$ cat config.mk
export PLATFORM = sky130hd
export DESIGN_NAME = mux_arbiter_flat
export DESIGN_NICKNAME = d
export VERILOG_FILES = /design/src/rtl/mux_arbiter_pkg.sv /design/src/rtl/mux_arbiter_if.sv /design/src/rtl/mux_arbiter_rr_pick.sv /design/src/rtl/mux_arbiter.sv /design/src/flat_wrapper.sv
export SDC_FILE = /design/constraint.sdc
export NUM_CORES = 1
export LEC_CHECK = 0
export CAP_MARGIN = 25
export CORE_UTILIZATION = 53
export CTS_BUF_LIST = sky130_fd_sc_hd__clkbuf_8 sky130_fd_sc_hd__clkbuf_16
export CTS_CLUSTER_SIZE = 10
export DETAILED_ROUTE_END_ITERATION = 6
export PLACE_DENSITY = 0.81
export SLEW_MARGIN = 20
export SYNTH_ARGS = -nofsm -noshare
export SYNTH_HDL_FRONTEND = slang
export SYNTH_HIERARCHICAL = 1
export SYNTH_SLANG_ARGS = --single-unit
export TNS_END_PERCENT = 100
$ cat constraint.sdc
create_clock -name iClk -period 4.15 [get_ports iClk]
set_clock_uncertainty 0.15 [all_clocks]
set_input_delay 0.415 -clock iClk [delete_from_list [all_inputs] [get_ports iClk]]
set_output_delay 0.415 -clock iClk [all_outputs]
set_load 0.05 [all_outputs]
$ cat src/rtl/mux_arbiter_pkg.sv
// mux_arb_pkg: shared definitions for mux_arbiter.
//   arb_state_e : arbiter FSM encoding (IDLE, SETTLE, GRANT, RELEASE)
//   MUX_ENB_*   : polarity of the shared mux tree's active-low enable
package mux_arb_pkg;

  typedef enum logic [1:0] {
    IDLE    = 2'b00,
    SETTLE  = 2'b01,
    GRANT   = 2'b10,
    RELEASE = 2'b11
  } arb_state_e;

  localparam logic MUX_ENB_ON  = 1'b0;
  localparam logic MUX_ENB_OFF = 1'b1;

endpackage

$ cat src/rtl/mux_arbiter_if.sv
// mux_arbiter_if: request/grant and mux-control bundle of mux_arbiter.
//   iReq  [N_REQ] : per-requester request, held for the whole use
//   oGnt  [N_REQ] : one-hot grant
//   oSel  [SEL_W] : mux select (index of the owner)
//   oEnb          : mux enable, active-low
//   oBusy         : arbiter not idle
// master = requester side, slave = arbiter side.
interface mux_arbiter_if #(
  parameter int unsigned N_REQ = 4,
  parameter int unsigned SEL_W = 2
);

  logic [N_REQ-1:0] iReq;
  logic [N_REQ-1:0] oGnt;
  logic [SEL_W-1:0] oSel;
  logic             oEnb;
  logic             oBusy;

  modport master (
    output iReq,
    input  oGnt,
    input  oSel,
    input  oEnb,
    input  oBusy
  );

  modport slave (
    input  iReq,
    output oGnt,
    output oSel,
    output oEnb,
    output oBusy
  );

endinterface

$ cat src/rtl/mux_arbiter_rr_pick.sv
// rr_pick: combinational round-robin picker.
//   i_req   [N_REQ] : request vector
//   i_ptr   [SEL_W] : highest-priority index this round
//   o_idx_c [SEL_W] : first requesting index at or above i_ptr, wrapping
//   o_vld_c         : any request present
module rr_pick #(
  parameter int unsigned N_REQ = 4,
  parameter int unsigned SEL_W = 2
) (
  input  logic [N_REQ-1:0] i_req,
  input  logic [SEL_W-1:0] i_ptr,
  output logic [SEL_W-1:0] o_idx_c,
  output logic             o_vld_c
);

  logic             w_hit_hi;
  logic             w_hit_lo;
  logic [SEL_W-1:0] w_idx_hi;
  logic [SEL_W-1:0] w_idx_lo;

  // Lowest request at/above the pointer wins; otherwise wrap to the lowest overall.
  always_comb begin
    w_hit_hi = 1'b0;
    w_hit_lo = 1'b0;
    w_idx_hi = '0;
    w_idx_lo = '0;
    for (int unsigned j = 0; j < N_REQ; j++) begin
      if (i_req[j] && !w_hit_lo) begin
        w_hit_lo = 1'b1;
        w_idx_lo = SEL_W'(j);
      end
      if (i_req[j] && !w_hit_hi && (j >= 32'(i_ptr))) begin
        w_hit_hi = 1'b1;
        w_idx_hi = SEL_W'(j);
      end
    end
  end

  assign o_vld_c = w_hit_lo;
  assign o_idx_c = w_hit_hi ? w_idx_hi : w_idx_lo;

endmodule

$ cat src/rtl/mux_arbiter.sv
// mux_arbiter: round-robin owner of a shared 2:1 mux tree. Every change of
// oSel is followed by SETTLE_CYC cycles with the mux disabled so that the
// tree's propagation delay never glitches a live grant.
//   iClk          : clock, rising edge
//   iClr          : asynchronous reset, active-low
//   bus (slave)   : iReq in; oGnt, oSel, oEnb (active-low), oBusy out, all registered
// Parameters: N_REQ (2..8), SEL_W (2**SEL_W >= N_REQ), SETTLE_CYC (>=1),
//             MAX_HOLD (>=2, only present with MUX_ARB_TIMEOUT_EN).
// Macro MUX_ARB_TIMEOUT_EN: preempt a grant after MAX_HOLD cycles when
// another requester is waiting. Undefined: a grant lasts until its iReq drops.
module mux_arbiter
  import mux_arb_pkg::*;
#(
  parameter int unsigned N_REQ      = 4,
  parameter int unsigned SEL_W      = 2,
  parameter int unsigned SETTLE_CYC = 1
`ifdef MUX_ARB_TIMEOUT_EN
  ,
  parameter int unsigned MAX_HOLD   = 16
`endif
) (
  input logic          iClk,
  input logic          iClr,
  mux_arbiter_if.slave bus
);

  localparam int unsigned CNT_W = $clog2(SETTLE_CYC + 1);
`ifdef MUX_ARB_TIMEOUT_EN
  localparam int unsigned HOLD_W = $clog2(MAX_HOLD + 1);
`endif

  arb_state_e       r_state;
  logic [SEL_W-1:0] r_ptr;
  logic [SEL_W-1:0] r_sel;
  logic [CNT_W-1:0] r_cnt;
  logic [N_REQ-1:0] r_gnt;
  logic             r_enb;
  logic             r_busy;

  arb_state_e       w_state_nxt;
  logic [SEL_W-1:0] w_ptr_nxt;
  logic [SEL_W-1:0] w_sel_nxt;
  logic [CNT_W-1:0] w_cnt_nxt;
  logic [N_REQ-1:0] w_gnt_nxt;
  logic             w_enb_nxt;

  logic [N_REQ-1:0] w_sel_oh;
  logic             w_own_req;
  logic [SEL_W-1:0] w_pick_idx;
  logic             w_pick_vld;

`ifdef MUX_ARB_TIMEOUT_EN
  logic [HOLD_W-1:0] r_hold;
  logic [HOLD_W-1:0] w_hold_nxt;
  logic              w_other_req;
`endif

  rr_pick #(
    .N_REQ (N_REQ),
    .SEL_W (SEL_W)
  ) u_rr_pick (
    .i_req   (bus.iReq),
    .i_ptr   (r_ptr),
    .o_idx_c (w_pick_idx),
    .o_vld_c (w_pick_vld)
  );

  // Ownership is tracked through the registered select, never through iReq directly.
  assign w_sel_oh  = N_REQ'(1) << r_sel;
  assign w_own_req = |(bus.iReq & w_sel_oh);
`ifdef MUX_ARB_TIMEOUT_EN
  assign w_other_req = |(bus.iReq & ~w_sel_oh);
`endif

  // Next-state and next-output logic.
  always_comb begin
    w_state_nxt = r_state;
    w_ptr_nxt   = r_ptr;
    w_sel_nxt   = r_sel;
    w_cnt_nxt   = r_cnt;
    w_gnt_nxt   = '0;
    w_enb_nxt   = MUX_ENB_OFF;
`ifdef MUX_ARB_TIMEOUT_EN
    w_hold_nxt  = r_hold;
`endif
    case (r_state)
      IDLE: begin
        if (w_pick_vld) begin
          w_sel_nxt   = w_pick_idx;
          w_cnt_nxt   = CNT_W'(SETTLE_CYC);
          w_state_nxt = SETTLE;
        end
      end
      SETTLE: begin
        // An owner that gives up before the mux settles is dropped without a grant.
        if (!w_own_req) begin
          w_state_nxt = IDLE;
        end else if (r_cnt == CNT_W'(1)) begin
          w_state_nxt = GRANT;
          w_gnt_nxt   = w_sel_oh;
          w_enb_nxt   = MUX_ENB_ON;
`ifdef MUX_ARB_TIMEOUT_EN
          w_hold_nxt  = '0;
`endif
        end else begin
          w_cnt_nxt = r_cnt - CNT_W'(1);
        end
      end
      GRANT: begin
        if (!w_own_req) begin
          w_state_nxt = RELEASE;
`ifdef MUX_ARB_TIMEOUT_EN
        end else if ((r_hold == HOLD_W'(MAX_HOLD - 1)) && w_other_req) begin
          w_state_nxt = RELEASE;
`endif
        end else begin
          w_gnt_nxt = w_sel_oh;
          w_enb_nxt = MUX_ENB_ON;
`ifdef MUX_ARB_TIMEOUT_EN
          if (r_hold != HOLD_W'(MAX_HOLD)) begin
            w_hold_nxt = r_hold + HOLD_W'(1);
          end
`endif
        end
      end
      RELEASE: begin
        w_ptr_nxt   = (r_sel == SEL_W'(N_REQ - 1)) ? '0 : r_sel + SEL_W'(1);
        w_state_nxt = IDLE;
      end
      default: begin
        w_state_nxt = IDLE;
      end
    endcase
  end

  // State, pointer, counters and output registers.
  always_ff @(posedge iClk or negedge iClr) begin
    if (!iClr) begin
      r_state <= IDLE;
      r_ptr   <= '0;
      r_sel   <= '0;
      r_cnt   <= '0;
      r_gnt   <= '0;
      r_enb   <= MUX_ENB_OFF;
      r_busy  <= 1'b0;
`ifdef MUX_ARB_TIMEOUT_EN
      r_hold  <= '0;
`endif
    end else begin
      r_state <= w_state_nxt;
      r_ptr   <= w_ptr_nxt;
      r_sel   <= w_sel_nxt;
      r_cnt   <= w_cnt_nxt;
      r_gnt   <= w_gnt_nxt;
      r_enb   <= w_enb_nxt;
      r_busy  <= (w_state_nxt != IDLE);
`ifdef MUX_ARB_TIMEOUT_EN
      r_hold  <= w_hold_nxt;
`endif
    end
  end

  assign bus.oGnt  = r_gnt;
  assign bus.oSel  = r_sel;
  assign bus.oEnb  = r_enb;
  assign bus.oBusy = r_busy;

endmodule

$ cat src/flat_wrapper.sv
// flat-port wrapper written by rule: the top's interface ports become plain ports
module mux_arbiter_flat import mux_arb_pkg::*;
#(
  parameter int unsigned N_REQ      = 4,
  parameter int unsigned SEL_W      = 2,
  parameter int unsigned SETTLE_CYC = 1

)
  (iClk, iClr, bus_iReq, bus_oGnt, bus_oSel, bus_oEnb, bus_oBusy);
  mux_arbiter_if #(.N_REQ(N_REQ), .SEL_W(SEL_W)) bus_i ();
  input logic iClk;
  input logic iClr;
  input wire logic [$bits(bus_i.iReq)-1:0] bus_iReq;
  output wire logic [$bits(bus_i.oGnt)-1:0] bus_oGnt;
  output wire logic [$bits(bus_i.oSel)-1:0] bus_oSel;
  output wire logic [$bits(bus_i.oEnb)-1:0] bus_oEnb;
  output wire logic [$bits(bus_i.oBusy)-1:0] bus_oBusy;
  assign bus_i.iReq = bus_iReq;
  assign bus_oGnt = bus_i.oGnt;
  assign bus_oSel = bus_i.oSel;
  assign bus_oEnb = bus_i.oEnb;
  assign bus_oBusy = bus_i.oBusy;
  mux_arbiter #(.N_REQ(N_REQ), .SEL_W(SEL_W), .SETTLE_CYC(SETTLE_CYC)) u_core (.iClk(iClk), .iClr(iClr), .bus(bus_i));
endmodule
==> metrics.txt, run 1 <==
status=complete, no violations; PortBufs=13; dpl cell area=895 sq um; Chip Width=39.5 um; RSZ-0062 raised after global routing=false; largest net degree at the start of global routing=14; Clk Tree Root Cell=clkbuf_8; Final min period=2.10 ns; final-report hold violation count=0; post-place setup slack=2.12 ns; Hold Path Class=reg2reg; die height=39.5 um; final hold slack=0.353 ns; CTS tree=yes; total grt overflow=0; Seq cells post-synth=13; H-tree depth=1; HPWL after DPL=1050 um; Worst Slack Setup Final=2.05 ns; post-CTS sizing=0; Vias=574; peak fanout along the critical path=1; CP Depth=1; clock buffer depth=2; vias in the first global route=538; Netlist Area Pre-Place=746 sq um; core outline area=1300 sq um; Critical Path End Type=output port; LEAKAGE=0.416 nW; total of max-cap violations=0; Antenna Cells=0; Slew Viols, Final=0; CTS buffer count=3; first-pass GRT wire length=2250 um; CTS clk-pin slew, worst paths=0.05 ns; Slew headroom=0.608; initial antenna violation count=0; count of cell types in the netlist=24; post-DR vias/cell=5.68; placer congestion estimate=0.828; Routed WL=1350 um; worst skew pair latency=0.24 ns; effective utilization at floorplan=0.573; Top Ports=14; total die area=1560 sq um; Worst Max-Slew Pin Slew=0.586 ns; CTS Sinks=13; reg2reg path depth=6; Avg WL per Cell=13.3 um; Final Setup Violations=0; Hold Path Stages=1; Worst path max stage delay=0.79 ns; setup bufs post-CTS=0; Antenna Nets Post-Route=0; # nets final=101; Peak supply drop=0.443 mV; Hold Buf Count CTS=0; final instance area=940 sq um; Crit Path Category=reg2out; Cells after Synth=69; pwr/cell area=793 nW/um^2; register area share after synthesis=0.438; drt first pass iters=4; Largest delay share family, worst path=buffers and inverters; GRT Overall Usage=0.221; CP cell instances=clkdlybuf4s50_1; f_max=0.477 GHz; Layout area overhead=26.0%; Final Cycle Share=0.505; Filler cells=99; CP max stage cell=clkdlybuf4s50_1; post-synth net total=83; DRC=0; num rows=13; share of layout cells above drive strength 1=0.128; Synth Warn #=6; Critical Path AT=1.53 ns; Required @ worst endpoint=3.59 ns; Synth Area per Inst=10.8 sq um; Buf/Inv on CP=1; 1st-iter DRT viols=11; post-route setup TNS=0 ns; Startpoint Class=flop
==> layout by cell type, fill, tap and decap left out <==
master            n
dfstp_2           1
mux2i_1           1
and2b_1           1
nor2_1            7
mux2_2            4
a211oi_2          1
a22oi_2           2
or2_1             1
nor2b_1           1
clkbuf_8          3
nand2b_1          3
nand2_1           2
clkdlybuf4s50_1  13
and2_1            5
a21oi_1           4
a211oi_1          2
o31a_1            1
a21bo_1           1
a221oi_1          1
nor3b_1           2
ha_1              8
o21ai_0           3
dfrtp_1          12
nand3b_1          1
a21o_1            1
inv_1             5
==> flip-flops by register name (all words and copies together) (netlist names) <==
name,cells
u_core/r_cnt,1
u_core/bus.oEnb,1
u_core/r_state,2
u_core/bus.oBusy,1
u_core/bus.oSel,2
u_core/r_ptr,2
u_core/bus.oGnt,4
==> synthesized netlist by cell type <==
cell type | number | share of area
a211oi_2 | 1 | 0.017
dfrtp_1 | 12 | 0.40
nor3b_1 | 2 | 0.020
a21bo_1 | 1 | 0.013
a221oi_1 | 1 | 0.012
nor2b_1 | 1 | 0.0084
nand2b_1 | 3 | 0.025
or2_1 | 1 | 0.0084
a22oi_2 | 2 | 0.034
ha_1 | 8 | 0.13
o31a_1 | 1 | 0.012
inv_1 | 4 | 0.020
dfstp_2 | 1 | 0.035
and2_1 | 5 | 0.042
mux2i_1 | 1 | 0.013
nand3b_1 | 1 | 0.010
and2b_1 | 1 | 0.010
a211oi_1 | 2 | 0.020
mux2_2 | 4 | 0.060
a21oi_1 | 4 | 0.027
nor2_1 | 7 | 0.035
nand2_1 | 2 | 0.010
a21o_1 | 1 | 0.010
o21ai_0 | 3 | 0.020
==> through the flow <==
| step | total power [mW] | utilization | std cells |
|---|---|---|---|
| 3_5_place_dp | 0.635 | 0.688 | 97 |
| 6_report | 0.745 | 0.722 | 101 |
| 2_1_floorplan | 0.519 | - | 69 |
| 5_1_grt | 0.793 | 0.722 | 101 |
| 3_3_place_gp | 0.626 | 0.688 | 97 |
| 4_1_cts | 0.746 | 0.722 | 101 |
==> logic make-up (layout without fill, tap and decap cells) <==
family / count (synthesis) / after routing / share of synthesized area
AOI/OAI and AO/OA: 16 / 16 / 0.164
adders and majority gates: 8 / 8 / 0.134
buffers and inverters: 4 / 21 / 0.0201
DFF: 13 / 13 / 0.438
muxes: 5 / 5 / 0.0738
and+or+nand+nor: 23 / 23 / 0.169
==> final cells by class <==
| class | count | area, sq um | area share |
|---|---|---|---|
| multi-input cells | 52 | 404 | 0.430 |
| flip-flops and latches | 13 | 327 | 0.348 |
| repair buffers | 13 | 130 | 0.138 |
| clock buffers | 3 | 41.3 | 0.0439 |
| well taps | 15 | 18.8 | 0.0200 |
| inverters | 4 | 15.0 | 0.0160 |
| clock inverters | 1 | 3.75 | 0.00399 |
==> routing by layer <==
layer | global-route usage | part of all wire | wire length (um) | up-vias
met5 | 0 | 0 | 0 | -
met4 | 0.121 | 0.0089 | 12 | 0
met3 | 0.0511 | 0.081 | 109 | 2
met2 | 0.352 | 0.50 | 671 | 28
met1 | 0.271 | 0.41 | 554 | 271
li1 | - | - | - | 273
==> worst paths after layout <==
| kind | slack, ns | start | to |
|---|---|---|---|
| worst max register to register | 2.29 | u_core/bus.oSel[0] | u_core/bus.oBusy |
| worst max-delay path | 2.05 | u_core/bus.oEnb | bus_oEnb |
| min in group asynchronous | 0.40 | iClr | u_core/bus.oGnt[2] |
| max in group asynchronous | 3.07 | iClr | u_core/r_state[1] |
| worst min-delay path | 0.35 | u_core/r_cnt | u_core/r_cnt |
| worst min register to register | 0.35 | u_core/r_cnt | u_core/r_cnt |
==> report_power, final <==
part / leakage, nW / switching [mW] / internal, mW
clock network: 0.0269 / 0.0418 / 0.0651
logic: 0.231 / 0.240 / 0.174
registers: 0.158 / 0.0462 / 0.178
No activity file was read; power rests on OpenSTA's default activity.
==> run 2: changes to the inputs <==
Settings changed: CORE_UTILIZATION 53 to 44, PLACE_DENSITY 0.81 to 0.72.
Clock period 4.15 ns to 1.7 ns, I/O delays scaled along.
==> run 2 against run 1 <==
  * The run now ends with negative setup slack left
  * Wire length increased by 17%
  * Sequential share of layout area shrank 3.2 points
  * Critical path type is now reg2reg
  * Cell count increased by 12%
  * Sequential cell count did not move
  * Critical endpoint is now u_core/bus.oBusy
  * Worst hold slack got worse by 0.30 ns
  * Utilization down 4.5 points
  * First-iteration DRC count is 36% higher
  * Total power rose to 2.7 times the previous value
  * Non-clock buffer count is 11 higher
==> metrics.txt, run 2 (synthesis gave the netlist of run 1 again) <==
status=complete, but fails checks (was complete, no violations); failing checks=negative setup slack; Top Ports=14 (unchanged); CTS buffer count=3 (unchanged); CTS Sinks=13 (unchanged); Antenna Cells=0 (unchanged); Avg WL per Cell=14.0 um (was 13.3 um); Critical Path End Type=flop (was output port); Worst Slack Setup Final=-0.0523 ns (was 2.05 ns); Startpoint Class=flop (unchanged); clock buffer depth=2 (unchanged); core outline area=1540 sq um (was 1300 sq um); CP cell instances=inv_2 -> ha_2 -> a22oi_2 -> a21oi_1 -> o31a_1 -> or2_1 (was clkdlybuf4s50_1); DRC=0 (unchanged); LEAKAGE=0.482 nW (was 0.416 nW); CTS tree=yes (unchanged); Final Setup Violations=1 (was 0); Hold Path Class=in2async (was reg2reg); Worst Max-Slew Pin Slew=0.339 ns (was 0.586 ns); Critical Path AT=1.72 ns (was 1.53 ns); Final Cycle Share=1.03; PortBufs=13 (unchanged); final hold slack=0.0501 ns (was 0.353 ns); Final min period=1.75 ns; 1st-iter DRT viols=15 (was 11); first-pass GRT wire length=2570 um (was 2250 um); Chip Width=43.2 um (was 39.5 um); HPWL after DPL=1190 um (was 1050 um); Vias=612 (was 574); RSZ-0062 raised after global routing=true (was false); die height=43.2 um (was 39.5 um); Peak supply drop=1.07 mV (was 0.443 mV); num rows=14 (was 13); Clk Tree Root Cell=clkbuf_8 (unchanged); final cell utilization of the core=0.677 (was 0.722); final-report hold violation count=0 (unchanged); placer congestion estimate=0.854 (was 0.828); CTS clk-pin slew, worst paths=0.05 ns (about the same); post-route setup TNS=-0.0523 ns (was 0 ns); post-DR vias/cell=5.42 (was 5.68); Slew Viols, Final=0 (unchanged); total of max-cap violations=0 (unchanged); Antenna Nets Post-Route=0 (unchanged); pwr/cell area=1950 nW/um^2 (was 793 nW/um^2); Design Power=2.04 mW (was 745 uW); Required @ worst endpoint=1.67 ns (was 3.59 ns); Hold Buf Count CTS=0 (unchanged); max FFs per register=4 (unchanged); vias in the first global route=590 (was 538); Layout area overhead=39.9% (was 26.0%); initial antenna violation count=0 (unchanged); H-tree depth=1 (unchanged); total grt overflow=0 (unchanged); Slew headroom=0.774 (was 0.608); CP max stage cell=dfrtp_2 (was clkdlybuf4s50_1); worst skew pair latency=0.24 ns (about the same); Worst path max stage delay=0.41 ns (was 0.79 ns); f_max=0.571 GHz; effective utilization at floorplan=0.484 (was 0.573); total die area=1860 sq um (was 1560 sq um); Crit Path Category=reg2reg (was reg2out); Buf/Inv on CP=1 (unchanged); share of layout cells above drive strength 1=0.402 (was 0.128); GRT Overall Usage=0.193 (was 0.221); # nets final=112 (was 101); Routed WL=1580 um (was 1350 um); drt first pass iters=4 (unchanged); peak fanout along the critical path=6 (was 1); largest net degree at the start of global routing=8 (was 14); Largest delay share family, worst path=compound AO/OA/AOI/OAI gates (was buffers and inverters); commonest non-fill, non-tap cell in the layout=buf_4 (was clkdlybuf4s50_1); most frequent cells in the layout=buf_4 (18), dfrtp_1 (10), nor2_1 (7) (was clkdlybuf4s50_1 (13), dfrtp_1 (12), ha_1 (8))
==> run 2: cell count changes in the layout (fill, tap and decap cells not counted), sizes merged <==
cell	change
buf	+19
clkdlybuf4s50	-8
==> run 2: what timing repair did <==
item / in CTS / in global routing
endpoints found under the setup margin: 1 / 6
setup buffers: 0 / 2
pin swaps: 0 / 1
gates cloned: 0 / 0
hold endpoints to repair: 0 / 0
gates resized for setup: 0 / 3
==> run 2: worst register-to-register path: stages, from the launching register on <==
cell and delay [ns]:
dfrtp_2 0.41, inv_2 0.07, ha_2 0.20, a22oi_2 0.21, a21oi_1 0.10, o31a_1 0.27
or2_1 0.23
==> run 2: layer usage <==
layer,GRT usage,part of all wire
met5,0,0
met2,0.307,0.48
met3,0.0383,0.046
met4,0.0909,0.011
met1,0.247,0.46
==> run 2: worst paths after layout <==
kind / start / end / slack (ns) / cells after the start
max: u_core/bus.oSel[0] / u_core/bus.oBusy / -0.05 / 6
min: iClr / u_core/bus.oGnt[3] / 0.05 / 1
max reg2reg: u_core/bus.oSel[0] / u_core/bus.oBusy / -0.05 / 6
min reg2reg: u_core/r_cnt / u_core/r_cnt / 0.36 / 1
max in group asynchronous: iClr / u_core/bus.oEnb / 0.84 / 2
min in group iClk: u_core/r_cnt / u_core/r_cnt / 0.36 / 1
==> run 2: report_power, final <==
part / internal (mW) / leakage [nW] / switching, mW / total [mW]
clock network: 0.159 / 0.0269 / 0.104 / 0.263
registers: 0.440 / 0.156 / 0.122 / 0.563
logic: 0.565 / 0.300 / 0.646 / 1.21
total: 1.16 / 0.482 / 0.873 / 2.04
==> run 2: cell type report <==
class                           count  area [sq um]
Fill cell                         121           498
Multi-Input combinational cell     52           429
Sequential cell                    13           329
Timing Repair Buffer               24           205
Clock buffer                        3          41.3
Tap cell                           16          20.0
Inverter                            4          15.0
Clock inverter                      1          3.75
==> run 2: stage by stage <==
| stage | std cells | instance area, sq um | worst slack (ns) |
|---|---|---|---|
| after floorplan | 69 | 756 | -0.0982 |
| after detailed placement | 107 | 966 | -0.0731 |
| after global placement | 107 | 966 | -0.0709 |
| final | 113 | 1040 | -0.0523 |
| after CTS | 111 | 1010 | -0.0293 |
| after global routing | 113 | 1040 | -0.124 |
==> run 3: changes to the inputs <==
Settings changed: SLEW_MARGIN 20 to not set.
==> results of run 3 <==
No change in the layout: final DEF, timing and power equal those of run 2.
